<file path="src/rtl/decoder_scan_seq.sv">
// rtl/decoder_scan_seq.sv - row-scan sequencer driving a 3-to-8 decoder (select + enables)
// Optional inter-row blanking is compiled in by defining BLANKING_EN.
module decoder_scan_seq #(
  parameter int DWELL_CYCLES = 4,
  parameter int BLANK_CYCLES = 1
) (
  input  logic       clk_i,
  input  logic       rst_n_i,
  input  logic       start_i,
  input  logic       stop_i,
  input  logic       continuous_i,
  output logic       select_a_o,
  output logic       select_b_o,
  output logic       select_c_o,
  output logic       g1_en_o,
  output logic       g2a_en_n_o,
  output logic       g2b_en_n_o,
  output logic [2:0] row_idx_o,
  output logic       busy_o,
  output logic       scan_done_o
);

  localparam logic [7:0] DWELL_LAST = 8'(DWELL_CYCLES - 1);
`ifdef BLANKING_EN
  localparam logic [7:0] BLANK_LAST = 8'(BLANK_CYCLES - 1);
`endif

  if (DWELL_CYCLES < 1 || DWELL_CYCLES > 255 || BLANK_CYCLES < 1 || BLANK_CYCLES > 255) begin : g_param_check
    $error("decoder_scan_seq: DWELL_CYCLES and BLANK_CYCLES must be within 1..255");
  end

  typedef enum logic [1:0] {
    IDLE  = 2'd0,
    DRIVE = 2'd1
`ifdef BLANKING_EN
    , BLANK = 2'd2
`endif
  } state_e;

  state_e     state_q;
  logic [2:0] row_q;
  logic [7:0] dwell_q;
`ifdef BLANKING_EN
  logic [7:0] blank_q;
`endif
  logic       en_q;
  logic       busy_q;
  logic       done_q;

  always_ff @(posedge clk_i or negedge rst_n_i) begin
    if (!rst_n_i) begin
      state_q <= IDLE;
      row_q   <= 3'd0;
      dwell_q <= 8'd0;
`ifdef BLANKING_EN
      blank_q <= 8'd0;
`endif
      en_q    <= 1'b0;
      busy_q  <= 1'b0;
      done_q  <= 1'b0;
    end else begin
      done_q <= 1'b0;
      case (state_q)
        IDLE: begin
          if (start_i && !stop_i) begin
            state_q <= DRIVE;
            row_q   <= 3'd0;
            dwell_q <= 8'd0;
            en_q    <= 1'b1;
            busy_q  <= 1'b1;
          end
        end
        DRIVE: begin
          // stop wins over row completion, so no done pulse on an aborted sweep
          if (stop_i) begin
            state_q <= IDLE;
            row_q   <= 3'd0;
            dwell_q <= 8'd0;
            en_q    <= 1'b0;
            busy_q  <= 1'b0;
          end else if (dwell_q == DWELL_LAST) begin
            dwell_q <= 8'd0;
            if (row_q == 3'd7) begin
              done_q <= 1'b1;
              if (continuous_i) begin
`ifdef BLANKING_EN
                state_q <= BLANK;
                blank_q <= 8'd0;
                en_q    <= 1'b0;
`else
                row_q   <= 3'd0;
`endif
              end else begin
                state_q <= IDLE;
                row_q   <= 3'd0;
                en_q    <= 1'b0;
                busy_q  <= 1'b0;
              end
            end else begin
`ifdef BLANKING_EN
              state_q <= BLANK;
              blank_q <= 8'd0;
              en_q    <= 1'b0;
`else
              row_q   <= row_q + 3'd1;
`endif
            end
          end else begin
            dwell_q <= dwell_q + 8'd1;
          end
        end
`ifdef BLANKING_EN
        BLANK: begin
          if (stop_i) begin
            state_q <= IDLE;
            row_q   <= 3'd0;
            blank_q <= 8'd0;
            busy_q  <= 1'b0;
          end else if (blank_q == BLANK_LAST) begin
            // selects held the outgoing row; 7 wraps to 0 naturally
            state_q <= DRIVE;
            row_q   <= row_q + 3'd1;
            blank_q <= 8'd0;
            en_q    <= 1'b1;
          end else begin
            blank_q <= blank_q + 8'd1;
          end
        end
`endif
        default: begin
          state_q <= IDLE;
          row_q   <= 3'd0;
          dwell_q <= 8'd0;
          en_q    <= 1'b0;
          busy_q  <= 1'b0;
        end
      endcase
    end
  end

  assign select_a_o  = row_q[0];
  assign select_b_o  = row_q[1];
  assign select_c_o  = row_q[2];
  assign row_idx_o   = row_q;
  assign g1_en_o     = en_q;
  assign g2a_en_n_o  = ~en_q;
  assign g2b_en_n_o  = ~en_q;
  assign busy_o      = busy_q;
  assign scan_done_o = done_q;

endmodule

</file>
<file path="config.mk">
export PLATFORM = sky130hd
export DESIGN_NAME = decoder_scan_seq
export DESIGN_NICKNAME = d
export VERILOG_FILES = /design/src/rtl/decoder_scan_seq.sv
export SDC_FILE = /design/constraint.sdc
export NUM_CORES = 1
export LEC_CHECK = 0
export ABC_AREA = 1
export CORE_ASPECT_RATIO = 1.1
export CORE_MARGIN = 4
export CORE_UTILIZATION = 53
export CTS_CLUSTER_DIAMETER = 30
export DETAILED_ROUTE_END_ITERATION = 8
export HOLD_SLACK_MARGIN = 0.1
export MAX_ROUTING_LAYER = met4
export PLACE_DENSITY = 0.81
export SLEW_MARGIN = 15
export SYNTH_ARGS = -nofsm -noshare
export SYNTH_HDL_FRONTEND = slang
export SYNTH_SLANG_ARGS = --single-unit
</file>
<file path="constraint.sdc">
create_clock -name clk_i -period 4.2 [get_ports clk_i]
set_clock_uncertainty 0.15 [all_clocks]
set_input_delay 0.84 -clock clk_i [delete_from_list [all_inputs] [get_ports clk_i]]
set_output_delay 0.84 -clock clk_i [all_outputs]
set_load 0.005 [all_outputs]
</file>
==> summary.md, run 1 <==
| Metric | Value |
|---|---|
| Status | finished clean |
| Final worst-path cycle share | a little under three fifths |
| Worst-case clock buffer depth | 2 |
| Comb pwr share | 32.9% |
| Final hold vios | 0 |
| Hold Crit Class | reg -> reg |
| Total GRT Usage | between 10% and 20% |
| Asr flop ratio synth | 100% |
| Num rows | 14 |
| Post-synth EDFFs | 0 |
| Die Height | between 40 and 50 um |
| FF-to-FF Start | row_idx_o[0] |
| Area leader, netlist | dfrtp_1 |
| CP Max Fanout | 6 |
| IO Port Bufs | 15 |
| Final core occ | between 60% and 70% |
| Fillers | around 110 |
| Tmin final | roughly 2.4 ns |
| Finished Cell Area | approximately 980 um2 |
| Synth unique cells | 22 |
| Detailed Routing Iterations Pass 1 | 4 |
| Post-synthesis register bit count | 13 |
| Crit end category | primary output |
| Fmax | roughly 420 MHz |
| Vias per inst | between 5 and 6 |
| Core footprint | about 0.0014 mm2 |
| Clock root buffer | clkbuf_4 |
| Commonest cells in the netlist | nand2_1, dfrtp_1, nand3_1 |
| Final GP Congestion | between 0.9 and 1 |
| Leakage | just under 0.5 nW |
| Final WL | 1.58 mm |
| Critical Path Start Type | register |
| Largest net degree at the start of global routing | 14 |
| Grt ovf | 0 |
| Mapped Area | ~800 um2 |
| Max_slew headroom | between 60% and 70% |
| Worst skew pair latency | 0.28 ns |
| Power Dens Cells | 358 mW/mm2 |
| Final setup vio count | 0 |
| Setup WS pre-CTS | roughly 2.1 ns |
| CTS tree | yes |
| Slew Limit Fails | 0 |
| CTS Buf Count | 3 |
| Seq. cell area | roughly 330 um2 |
| Routed Antenna Nets | 0 |
| Initial antenna violation count | 0 |
| Worst hold slack | roughly 0.38 ns |
| Switching share of power | between 30 and 40% |
| CP arrival | between 1 and 1.5 ns |
| Synth top area share | 39.7% |
| Hold EP | dwell_q[0] |
| Worst Reg2Reg Path Length in Cells | 7 |
| Most area-consuming cells after synthesis | dfrtp_1, nand2_1, nand3_1, buf_4, ha_1 |
| Maximum vdd ir drop | 0.221 mV |
| Placed cell count | between 100 and 150 |
| Drt drc | 0 |
| Boundary pin count | 16 |
| Pwr Total | 0.350 mW |
| Initial DRC count | 14 |
| H-tree depth | 1 |
| Routed via count | 711 |
| First-pass GRT wire length | 2.73 mm |
| Seq/Total Area, Yosys | about 40% |
| Fin cells | around 130 |
| Hold_buf cts | 0 |
| Setup_tns | 0 ns |
| CTS sink count | 13 |
| Worst hold path startpoint | dwell_q[0] |
| Diodes inserted | 0 |
| Most common cell in the netlist | nand2_1 |
| Yosys Warn Count | 0 |
| Max_cap viols | 0 |
| Hpwl dp | ~1.2 mm |
| RSZ-0062 raised after global routing | no |
| Vias in the first global route | about 640 |
| R2r setup slk | between 2 and 3 ns |
| Slew @ Worst Pin | ~0.57 ns |
| Mean Syn Cell Area | 7.96 um2 |
| Multi-input logic area | about 400 um2 |
| Nets | between 100 and 150 |
| Layout cells sized above 1 | 20.5% |
| Die area | approximately 0.0022 mm2 |
| Clock-pin slew of the registers on the worst-case setup and hold paths | 0.08 ns |
| Layout area overhead | 19.4% |
| Fin worst setup slack | about 1.8 ns |
| Post-Synthesis Cells | 103 |
| Starting density of the core | around 58% |
| Req. time, crit path | roughly 3.2 ns |
| Main synth FF type | dfrtp_1 |
| Clk network pwr share | 22.4% |
| Hold path depth | 1 |
| Seq pwr share | 44.8% |
| Die X | around 45 um |
| P_sw | 0.120 mW |
| Routed len/inst | 11.9 um |
| Syn Nets | between 100 and 150 |
| Post-placement cell area | ~950 um2 |
| Reg-to-reg endpoint | row_idx_o[1] |
| Crit path kind | reg -> out |
| Post-CTS setup buffers | 0 |
| Resize count post-CTS | 0 |
| Power Internal | between 0.2 and 0.25 mW |
## flip-flops by register name, indices dropped and copies added (netlist names)
| signal | count |
|---|---|
| dwell_q | 8 |
| row_idx_o | 3 |
| scan_done_o | 1 |
| state_q | 1 |
## worst max-delay path by stage
stage	startpoint	endpoint	slack, ns	cells past startpoint
global placement	stop_i	dwell_q[5]	2.07	8
global route	state_q[0]	g2a_en_n_o	1.77	2
floorplan	state_q[0]	g2b_en_n_o	2.54	2
detailed placement	stop_i	dwell_q[5]	2.06	8
finish	state_q[0]	g2b_en_n_o	1.83	2
CTS	state_q[0]	g2b_en_n_o	1.82	2
## cell families (layout without fill, tap and decap cells)
logic type / after synthesis / after routing / share of synthesized area (%)
adder cells (fa/ha/maj): 3 / 3 / 4.58
buffers and inverters: 18 / 32 / 10.5
AND/OR/NAND/NOR: 60 / 60 / 38.2
flip-flops: 13 / 13 / 39.7
XOR/XNOR: 2 / 2 / 2.14
AO/OA/AOI/OAI: 7 / 7 / 4.88
## per-layer routing
layer	track usage [%]	wire (um)	up-vias	share of wire [%]
met3	4.80	140	4	8.9
met4	4.39	26	0	1.6
li1	-	-	353	-
met2	26.7	777	29	49
met5	-	0	-	0
met1	19.7	637	325	40
## worst max-delay path, cell delays in order (launching register included)
cell	delay, ns
dfrtp_1	0.44
inv_1	0.15
clkdlybuf4s50_1	0.52
## final cells by class
class                   count  share of cell area, %
multi-input cells          72                   41.7
repair buffers             15                   15.3
well taps                  16                   2.05
clock buffers               4                   2.69
inverters                  13                   4.99
flip-flops and latches     13                   33.2
## cells in the final DEF, fill, tap and decap left out, drive strengths merged, types with 2 or more instances in the layout
| cell type | Yosys | layout |
|---|---|---|
| o22ai | 2 | 2 |
| nand4 | 2 | 2 |
| nand2 | 35 | 35 |
| nor2 | 11 | 11 |
| nand3 | 11 | 11 |
| inv | 13 | 13 |
| clkbuf | 0 | 4 |
| ha | 3 | 3 |
| dfrtp | 13 | 13 |
| a21oi | 2 | 2 |
| o21ai | 2 | 2 |
| clkdlybuf4s50 | 0 | 15 |
## power groups by stage
stage	Combinational [mW]	Sequential, mW	Clock (mW)
after detailed placement	0.116	0.159	0
after floorplan	0.0791	0.156	0
after global routing	0.127	0.159	0.0858
after CTS	0.116	0.157	0.0793
after global placement	0.114	0.158	0
final	0.115	0.157	0.0783
(Power assumes the default switching activity.)
==> inputs of run 2 (changes only) <==
--- a/config.mk
+++ b/config.mk
@@ -8,12 +8,12 @@
 export ABC_AREA = 1
 export CORE_ASPECT_RATIO = 1.1
 export CORE_MARGIN = 4
-export CORE_UTILIZATION = 53
+export CORE_UTILIZATION = 45
 export CTS_CLUSTER_DIAMETER = 30
 export DETAILED_ROUTE_END_ITERATION = 8
 export HOLD_SLACK_MARGIN = 0.1
 export MAX_ROUTING_LAYER = met4
-export PLACE_DENSITY = 0.81
+export PLACE_DENSITY = 0.74
 export SLEW_MARGIN = 15
 export SYNTH_ARGS = -nofsm -noshare
 export SYNTH_HDL_FRONTEND = slang
==> constraint.sdc (replaced) <==
create_clock -name clk_i -period 2 [get_ports clk_i]
set_clock_uncertainty 0.15 [all_clocks]
set_input_delay 0.4 -clock clk_i [delete_from_list [all_inputs] [get_ports clk_i]]
set_output_delay 0.4 -clock clk_i [all_outputs]
set_load 0.005 [all_outputs]
==> summary.md, run 2 (synthesized netlist as in run 1, its figures left out) <==
| Metric | Value |
|---|---|
| Die area | 0.00257 mm2 (was 0.00224 mm2) |
| Routed via count | 691 (was 711) |
| Finished Cell Area | 980 um2 (was 978 um2) |
| Clock root buffer | clkbuf_4 (unchanged) |
| CTS Buf Count | 3 (unchanged) |
| Setup WS pre-CTS | 0.286 ns (was 2.06 ns) |
| Met1 wire length | 740 um (was 637 um) |
| Core footprint | 0.00165 mm2 (was 0.00142 mm2) |
| Crit path buf inv count | 2 (unchanged) |
| Leakage | 0.488 nW (unchanged) |
| Worst skew pair latency | 0.27 ns (was 0.28 ns) |
| Crit path kind | reg -> out (unchanged) |
| CTS tree | yes (unchanged) |
| Die Height | 52.8 um (was 49.2 um) |
| Leading cell types in the layout, fill and taps excluded | nand2_1, clkdlybuf4s50_1, dfrtp_1 (unchanged) |
| Post-CTS setup buffers | 0 (unchanged) |
| Power Dens Cells | 745 mW/mm2 (was 358 mW/mm2) |
| Pwr Total | 0.729 mW (was 0.350 mW) |
| Number of flip-flops under the largest register name | 8 (unchanged) |
| Vias in the first global route | 640 (was 636) |
| Critical Path Start Type | register (unchanged) |
| Most common cell after layout, fill and taps aside | nand2_1 (unchanged) |
| Final setup vio count | 0 (unchanged) |
| Initial antenna violation count | 0 (unchanged) |
| Max_cap viols | 0 (unchanged) |
| Hold_buf cts | 0 (unchanged) |
| Final WL | 1.55 mm (was 1.58 mm) |
| Metal2 WL | 688 um (was 777 um) |
| Seq pwr share | 45.2% (was 44.8%) |
| Resize count post-CTS | 0 (unchanged) |
| Crit end category | primary output (unchanged) |
| Boundary pin count | 16 (unchanged) |
| Die X | 48.7 um (was 45.5 um) |
| IO Port Bufs | 15 (unchanged) |
| CP arrival | 1.38 ns (about the same) |
| Setup_tns | 0 ns (unchanged) |
| Routed len/inst | 11.6 um (was 11.9 um) |
| Hpwl dp | 1.21 mm (was 1.24 mm) |
| H-tree depth | 1 (unchanged) |
| Nets | 126 (unchanged) |
| Tmin final | 1.93 ns |
| Status | finished clean (unchanged) |
| Slew Limit Fails | 0 (unchanged) |
| Routed Antenna Nets | 0 (unchanged) |
| Hold Crit Class | in -> async (was reg -> reg) |
| Comb pwr share | 33.3% (was 32.9%) |
| Slew @ Worst Pin | 0.591 ns (was 0.568 ns) |
| Fmax | 518 MHz |
| Layout cells sized above 1 | 20.5% (unchanged) |
| CP top delay family | buffers and inverters (unchanged) |
| Vias per inst | 5.16 (was 5.35) |
| Starting density of the core | 49.6% (was 57.8%) |
| RSZ-0062 raised after global routing | no (unchanged) |
| Critical path's largest stage delay | 0.52 ns (about the same) |
| Diodes inserted | 0 (unchanged) |
| Crit-path cells | inv_1 > clkdlybuf4s50_1 (unchanged) |
| Total GRT Usage | 14.4% (was 16.6%) |
| Switching share of power | 33.6% (was 34.2%) |
| Fin worst setup slack | 0.0701 ns (was 1.83 ns) |
| Fillers | 149 (was 105) |
| Largest net degree at the start of global routing | 14 (unchanged) |
| Clk network pwr share | 21.5% (was 22.4%) |
| Post-placement cell area | 953 um2 (was 952 um2) |
| DR top layer | met4 (unchanged) |
| Initial DRC count | 14 (unchanged) |
| CP Max Fanout | 6 (unchanged) |
| Final GP Congestion | 0.860 (was 0.911) |
| Layout area overhead | 19.5% (was 19.4%) |
| Num rows | 15 (was 14) |
| Final core occ | 59.3% (was 69.0%) |
| CTS sink count | 13 (unchanged) |
| Cell at the slowest stage of the critical path | clkdlybuf4s50_1 (unchanged) |
| Req. time, crit path | 1.45 ns (was 3.21 ns) |
| Grt ovf | 0 (unchanged) |
| Power Internal | 0.485 mW (was 0.230 mW) |
| Final hold vios | 0 (unchanged) |
| Largest reg by FF count | dwell_q (unchanged) |
| Maximum vdd ir drop | 0.364 mV (was 0.221 mV) |
| DR WL met3 | 99 um (was 140 um) |
| Drt drc | 0 (unchanged) |
| Detailed Routing Iterations Pass 1 | 4 (unchanged) |
| Clock-pin slew of the registers on the worst-case setup and hold paths | 0.07 ns (was 0.08 ns) |
| Final worst-path cycle share | between 90% and 100% |
| Worst-case clock buffer depth | 2 (unchanged) |
| Max_slew headroom | 60.5% (was 62.0%) |
| First-pass GRT wire length | 2.81 mm (was 2.73 mm) |
| P_sw | 0.245 mW (was 0.120 mW) |
==> run 2: cell counts in the layout (fill, tap and decap cells not counted) <==
Identical to the previous run, type by type.
==> run 2: final timing paths <==
path,slack (ns),cells past startpoint,start,endpoint
min reg2reg,0.38,2,row_idx_o[1],row_idx_o[1]
min in group clk_i,0.38,2,row_idx_o[1],row_idx_o[1]
max reg2reg,0.52,8,dwell_q[0],dwell_q[5]
max in group asynchronous,0.97,1,rst_n_i,dwell_q[5]
max,0.07,2,state_q[0],g2a_en_n_o
min,0.35,1,rst_n_i,scan_done_o
==> run 2: layout make-up <==
type                    instances  area [um2]  area share [%]
clock buffers                   4        26.3            2.68
well taps                      17        21.3            2.17
repair buffers                 15         150            15.3
flip-flops and latches         13         325            33.2
multi-input cells              72         408            41.6
inverters                      13        48.8            4.98
==> run 2: power by group through the flow <==
stage | Sequential, mW | Combinational, mW | Clock [mW]
detailed placement | 0.333 | 0.246 | 0
global route | 0.337 | 0.271 | 0.177
floorplan | 0.329 | 0.166 | 0
global placement | 0.333 | 0.240 | 0
CTS | 0.329 | 0.246 | 0.166
finish | 0.330 | 0.243 | 0.157
==> run 2: metrics by stage <==
step                      hold slack (ns)  cells
final                               0.348    134
after global routing                0.389    134
after CTS                           0.366    134
after detailed placement            0.366    130
after global placement              0.360    130
after floorplan                   -0.0456    103
==> run 2: metal layers <==
metal / global-route usage [%] / vias to the layer above
li1: - / 350
met1: 17.6 / 319
met2: 23.3 / 18
met3: 2.56 / 4
met4: 6.73 / 0
met5: - / -
